[src/rtl/cdma_pkg.sv]
// Shared constants, types and PN helpers for the CDMA transmitter/receiver pair.
// Both ends import this package so their chip sequences stay identical.
package cdma_pkg;

  localparam int unsigned PN_W = 6;
  localparam logic [PN_W-1:0] PN_SEED = 6'b000001;
  localparam int unsigned PN_TAP_A = 5;
  localparam int unsigned PN_TAP_B = 4;
  localparam int BPSK_AMP = 100;

  typedef enum logic {
    INTEGRATE,
    DECIDE
  } rx_state_e;

  // Fibonacci step {pn[4:0], pn[5]^pn[4]}, period 63.
  function automatic logic [PN_W-1:0] pn_next(input logic [PN_W-1:0] pn);
    return {pn[PN_W-2:0], pn[PN_TAP_A] ^ pn[PN_TAP_B]};
  endfunction

  function automatic logic pn_chip(input logic [PN_W-1:0] pn, input logic [PN_W-1:0] code);
    return ^(pn & code);
  endfunction

endpackage

[src/rtl/pn_lfsr.sv]
// 6-bit PN generator shared by the transmitter and the receiver.
// Load restarts at the seed; advance steps once per accepted chip.
module pn_lfsr
  import cdma_pkg::*;
(
  input  logic            i_clk,
  input  logic            i_rst,
  input  logic            i_load,
  input  logic            i_advance,
  output logic [PN_W-1:0] o_pn
);

  logic [PN_W-1:0] r_pn;

  always_ff @(posedge i_clk) begin
    if (i_rst || i_load) begin
      r_pn <= PN_SEED;
    end else if (i_advance) begin
      r_pn <= pn_next(r_pn);
    end
  end

  assign o_pn = r_pn;

endmodule

[src/rtl/cdma_receiver.sv]
// Despreading receiver: correlates SF chips against the selected user's PN mask
// and emits a hard decision, the raw correlation and a low-confidence flag.
module cdma_receiver
  import cdma_pkg::*;
#(
  parameter int unsigned SF          = 8,
  parameter int unsigned ACC_W       = 16,
  parameter int unsigned CONF_THRESH = 200
) (
  input  logic                    i_clk,
  input  logic                    i_rst,
  input  logic                    i_sync,
  input  logic signed [7:0]       i_sample_in,
  input  logic                    i_sample_valid,
  input  logic [PN_W-1:0]         i_user_code_1,
  input  logic [PN_W-1:0]         i_user_code_2,
  input  logic                    i_user_select,
  output logic                    o_data_out,
  output logic                    o_data_valid,
  output logic signed [ACC_W-1:0] o_corr_out,
  output logic                    o_low_conf,
  output logic                    o_busy
);

  localparam int unsigned CNT_W = (SF > 1) ? $clog2(SF) : 1;
  localparam logic [CNT_W-1:0] LAST_CHIP = CNT_W'(SF - 1);

  logic                    w_accept;
  logic                    w_chip;
  logic [PN_W-1:0]         w_pn;
  logic [PN_W-1:0]         w_code;
  logic signed [ACC_W-1:0] w_sample_ext;
  logic signed [ACC_W-1:0] w_term;
  logic signed [ACC_W-1:0] w_sum;
  logic [ACC_W:0]          w_final_abs;
  logic                    w_final_pos;

  rx_state_e               r_state;
  logic [CNT_W-1:0]        r_cnt;
  logic signed [ACC_W-1:0] r_acc;
  logic signed [ACC_W-1:0] r_final;
  logic                    r_data_out;
  logic                    r_data_valid;
  logic signed [ACC_W-1:0] r_corr_out;
  logic                    r_low_conf;
  logic                    r_busy;

  // sync outranks sample_valid: the coincident sample is discarded.
  assign w_accept = i_sample_valid & ~i_sync;

  pn_lfsr u_lfsr (
    .i_clk     (i_clk),
    .i_rst     (i_rst),
    .i_load    (i_sync),
    .i_advance (w_accept),
    .o_pn      (w_pn)
  );

  assign w_code       = i_user_select ? i_user_code_2 : i_user_code_1;
  assign w_chip       = pn_chip(w_pn, w_code);
  assign w_sample_ext = ACC_W'(i_sample_in);
  // Negation happens at ACC_W width so -(-128) stays positive.
  assign w_term       = w_chip ? -w_sample_ext : w_sample_ext;
  assign w_sum        = r_acc + w_term;

  // One extra bit keeps |most-negative| representable.
  assign w_final_abs  = r_final[ACC_W-1] ? -{r_final[ACC_W-1], r_final}
                                         : {r_final[ACC_W-1], r_final};
  assign w_final_pos  = !r_final[ACC_W-1] && (r_final != '0);

  always_ff @(posedge i_clk) begin
    if (i_rst) begin
      r_state      <= INTEGRATE;
      r_cnt        <= '0;
      r_acc        <= '0;
      r_final      <= '0;
      r_data_out   <= 1'b0;
      r_data_valid <= 1'b0;
      r_corr_out   <= '0;
      r_low_conf   <= 1'b0;
      r_busy       <= 1'b0;
    end else begin
      r_data_valid <= 1'b0;

      if (r_state == DECIDE) begin
        r_corr_out   <= r_final;
        r_data_out   <= w_final_pos;
        r_low_conf   <= (w_final_abs < (ACC_W + 1)'(CONF_THRESH));
        r_data_valid <= 1'b1;
        r_state      <= INTEGRATE;
      end

      // The integrator keeps running during DECIDE so no chip is dropped.
      if (i_sync) begin
        r_cnt  <= '0;
        r_acc  <= '0;
        r_busy <= 1'b0;
      end else if (i_sample_valid) begin
        if (r_cnt == LAST_CHIP) begin
          r_final <= w_sum;
          r_cnt   <= '0;
          r_acc   <= '0;
          r_busy  <= 1'b0;
          r_state <= DECIDE;
        end else begin
          r_acc  <= w_sum;
          r_cnt  <= r_cnt + 1'b1;
          r_busy <= 1'b1;
        end
      end
    end
  end

  assign o_data_out   = r_data_out;
  assign o_data_valid = r_data_valid;
  assign o_corr_out   = r_corr_out;
  assign o_low_conf   = r_low_conf;
  assign o_busy       = r_busy;

endmodule

[config.mk]
export PLATFORM = sky130hd
export DESIGN_NAME = cdma_receiver
export DESIGN_NICKNAME = d
export VERILOG_FILES = /design/src/rtl/cdma_pkg.sv /design/src/rtl/pn_lfsr.sv /design/src/rtl/cdma_receiver.sv
export SDC_FILE = /design/constraint.sdc
export NUM_CORES = 1
export LEC_CHECK = 0
export CAP_MARGIN = 5
export CORE_AREA = 4 4 127 129
export DETAILED_ROUTE_END_ITERATION = 16
export DIE_AREA = 0 0 131 133
export MAX_ROUTING_LAYER = met4
export PLACE_DENSITY_LB_ADDON = 0.25
export SLEW_MARGIN = 10
export SYNTH_ARGS = -nofsm -noshare
export SYNTH_HDL_FRONTEND = slang
export SYNTH_HIERARCHICAL = 1
export SYNTH_SLANG_ARGS = --single-unit
export TNS_END_PERCENT = 10
[constraint.sdc]
create_clock -name i_clk -period 3.9 [get_ports i_clk]
set_input_delay 0.585 -clock i_clk [delete_from_list [all_inputs] [get_ports i_clk]]
set_output_delay 0.585 -clock i_clk [all_outputs]
set_load 0.005 [all_outputs]
==> impl_metrics.tcl, run 1 <==
set metrics [dict create \
    stdcell_count 729 \
    die_h_um 133 \
    synth_top_area_cell "dfxtp_1" \
    synthMuxAreaShare 0.0984 \
    fp-row-count 45 \
    fin_skew_ns 0.00634 \
    cap_violations 0 \
    synth_compound_area_frac 0.161 \
    die_area_um2 17400 \
    r2r_cells 12 \
    crit_buf_inv 1 \
    critPathMaxFanout 5 \
    ys_seq_elements 62 \
    drive_above_1_share 0.218 \
    status "finished clean" \
    arrival_ns 4.01 \
    p_seq_frac 0.329 \
    io_pins 45 \
    coreArea_um2 15000 \
    slowest_delay_ns 0.50 \
    worstReg2RegEnd "r_acc[14]$_SDFFE_PP0P_" \
    hold_ws_ns 0.465 \
    syn_inst 441 \
    reg2reg_from "u_lfsr/o_pn[5]$_SDFFE_PP0P_" \
    cts_tree "built" \
    port_buffers 44 \
    p_sw_mw 0.549 \
    syn_nets 487 \
    cts.sinks 62 \
    drtAntennaViolNets 0 \
    intPower_mw 1.44 \
    drc 0 \
    dp_hpwl_mm 7.57 \
    ir_worst_vdd_uv 205 \
    slowest_stage "xnor3_2" \
    totalNegativeSetupSlack_ns 0 \
    seq_area_frac_synth 0.334 \
    crit_required_ns 4.13 \
    insertion_delay_ns 0.34 \
    grt_start_max_net_pins 45 \
    area_delta_synth_final_pct 40.9 \
    synth_top_area_frac 0.334 \
    critical_path.top_delay_family "compound AO/OA/AOI/OAI gates" \
    fin_crit_ns 3.78 \
    wl_per_cell_um 13.7 \
    grt_pass1_wl_mm 16.5 \
    hold_viol 0 \
    hold_end "r_acc[11]$_SDFFE_PP0P_" \
    globalRouteOverflowTotal 0 \
    min_from "r_acc[11]$_SDFFE_PP0P_" \
    slew_headroom 0.294 \
    clockRootBuffer "clkbuf_16" \
    gp_congestion 0.863 \
    ys_top_cells_by_area "dfxtp_1, mux2i_1, ha_1" \
    swShare 0.276 \
    hold_class "reg -> reg" \
    ctsHtreeMaxLevel 3 \
    initial_utilization 0.247 \
    syn_area_um2 3710 \
    synthAdderAreaFrac 0.0728 \
    worstSetupStartpointType "primary input" \
    final_max_slew_viol_count 0 \
    ys_types 54 \
    leakage_nw 2.12 \
    diodes 0 \
    r2r_slack_ns 0.61 \
    first_iter_violations 142 \
    powerDensity_nw_per_um2 381 \
    hold_depth 2 \
    max_slew.worst_pin.slew_ns 1.06 \
    final_nets 582 \
    dr.pass1.iters 4 \
    dp_cells 707 \
    crit_type "in -> reg" \
    die_w_um 131 \
    endpoint_kind "flop" \
    antenna_found_initial 0 \
    grt_pass1_vias 3414 \
    synth_xor_area_frac 0.0661 \
    track_usage 0.122 \
    yosysWarnings 6 \
    synth.avg_cell_area_um2 8.42 \
    pwr-share-clk 0.446 \
    synth_top_family_by_area "simple AND/OR/NAND/NOR gates" \
    wirelength_mm 10.0 \
    synthFlopType "dfxtp_1" \
    cts.path.max_buffers 2 \
    synthSimpleGateAreaFrac 0.234 \
    synth-edff-count 0 \
    setup_viol 0 \
    async_flop_share 0 \
    period_share 0.968 \
    cts_made_buffers 9 \
    worstPathCellList "clkdlybuf4s50_1, mux2_4, nand2_4, xor2_4, xnor3_2, mux2_4, fa_2, a21o_1, a21oi_4, o21ai_4, a31oi_4, o211ai_1, a21o_1, a32o_1" \
    clk_pin_slew_ns 0.06 \
    viasPerCell 4.68 \
    pwr-share-comb 0.224 \
    fmax_mhz 265 \
    num_vias 3412 \
]
==> layer usage <==
layer | up-vias | GRT usage | wire, µm
met2 | 72 | 0.182 | 4520
met1 | 1583 | 0.162 | 4920
li1 | 1746 | - | -
met3 | 11 | 0.0291 | 443
met4 | 0 | 0.0366 | 136
met5 | - | - | 0
==> registers in the layout, indices dropped and copies added (netlist names), 3 cells and up <==
signal and flops:
r_cnt 3, u_lfsr/o_pn 6, o_corr_out 16, r_final 16, r_acc 16
==> cells in the final DEF, fill, tap and decap left out, drive strengths merged, types with 2 or more instances in the layout <==
master / netlist / final
a211oi: 2 / 2
a21o: 6 / 6
a21oi: 41 / 41
a31oi: 5 / 5
a32o: 3 / 3
a41o: 2 / 2
a41oi: 2 / 2
and2: 3 / 3
buf: 2 / 59
bufinv: 0 / 2
clkbuf: 17 / 12
clkdlybuf4s50: 0 / 41
clkinv: 0 / 3
dfxtp: 62 / 62
dlymetal6s2s: 0 / 2
ha: 20 / 20
inv: 9 / 9
mux2: 8 / 8
mux2i: 26 / 26
nand2: 55 / 55
nand2b: 7 / 7
nand3: 14 / 14
nand3b: 6 / 6
nand4: 4 / 4
nor2: 53 / 53
nor2b: 15 / 15
nor3: 7 / 7
nor3b: 2 / 2
nor4: 2 / 2
nor4b: 2 / 2
o211ai: 4 / 4
o21ai: 22 / 22
o22ai: 2 / 2
o31ai: 2 / 2
or2: 2 / 2
xnor2: 9 / 9
xor2: 12 / 12
==> final cells by class <==
type                       count  area, µm²
inverter                       9       33.8
fill                        1538       9800
clock buffer                  11        243
clock inverter                 5       82.6
timing repair buffer         103        887
multi-input combinational    351       2510
tap                          188        235
sequential                    62       1240
==> Yosys cell counts (all sizes together) (2+ instances only) <==
cell type and count:
a41oi 2, nand3 14, nand4 4, nand3b 6, o31ai 2, o22ai 2
o211ai 4, a21oi 41, mux2 8, nor4b 2, a32o 3, nor4 2
nor3b 2, nor2 53, clkbuf 17, mux2i 26, dfxtp 62, and2 3
a31oi 5, a21o 6, nand2 55, buf 2, inv 9, xnor2 9
o21ai 22, nor3 7, nand2b 7, a211oi 2, xor2 12, a41o 2
nor2b 15, or2 2, ha 20
==> power by group through the flow <==
stage	Combinational [mW]	Sequential (mW)	Clock (mW)
after floorplan	0.243	0.666	0
after global placement	0.394	0.669	0
after detailed placement	0.401	0.669	0
final	0.447	0.655	0.888
after CTS	0.408	0.655	0.909
after global routing	0.488	0.656	0.935
==> logic make-up after synthesis <==
family | count (synthesis)
DFF | 62
and+or+nand+nor | 175
buffers and inverters | 28
adders and majority gates | 21
xor gates and xnor gates | 22
muxes | 34
AOI/OAI and AO/OA | 99
==> per-stage QoR <==
step | util | setup WS [ns] | area (µm²) | total power, mW
CTS | 0.337 | 0.0000240 | 5070 | 1.97
global placement | 0.315 | -0.473 | 4730 | 1.06
finish | 0.348 | 0.124 | 5230 | 1.99
floorplan | - | 0.0108 | 3740 | 0.908
global route | 0.348 | -0.0584 | 5230 | 2.08
detailed placement | 0.315 | -0.603 | 4730 | 1.07
==> worst max-delay path by stage <==
stage,startpoint,endpoint,cells after the start
2_1_floorplan,i_user_select,r_acc[14]$_SDFFE_PP0P_,14
6_report,i_user_code_1[5],r_acc[14]$_SDFFE_PP0P_,14
5_1_grt,i_user_code_1[5],r_acc[14]$_SDFFE_PP0P_,15
3_3_place_gp,i_user_select,r_acc[15]$_SDFFE_PP0P_,17
3_5_place_dp,i_user_select,r_acc[13]$_SDFFE_PP0P_,17
4_1_cts,i_user_code_1[3],r_acc[13]$_SDFFE_PP0P_,16
==> worst min-delay path, delay by kind of cell (launching register included) <==
family / cells / cell delay [ns]
flip-flops: 1 / 0.32
AND/OR/NAND/NOR: 2 / 0.11
==> repair_timing <==
action | in CTS | in global routing
pin swaps | 2 | 19
endpoints found under the setup margin | 16 | 16
gates cloned | 0 | 0
setup buffers | 1 | 5
endpoints found under the hold margin | 0 | 0
hold buffers | 0 | 0
resized for setup | 3 | 34
Note: power is estimated with default switching activity, not from simulation.
==> inputs of run 2 (changes only) <==
--- a/config.mk
+++ b/config.mk
@@ -9,6 +9,7 @@
 export CORE_AREA = 4 4 127 129
 export DETAILED_ROUTE_END_ITERATION = 16
 export DIE_AREA = 0 0 131 133
+export GPL_TIMING_DRIVEN = 1
 export MAX_ROUTING_LAYER = met4
 export PLACE_DENSITY_LB_ADDON = 0.25
 export SLEW_MARGIN = 10
==> results of run 2 <==
Final layout, timing and power as in run 1 (identical DEF).
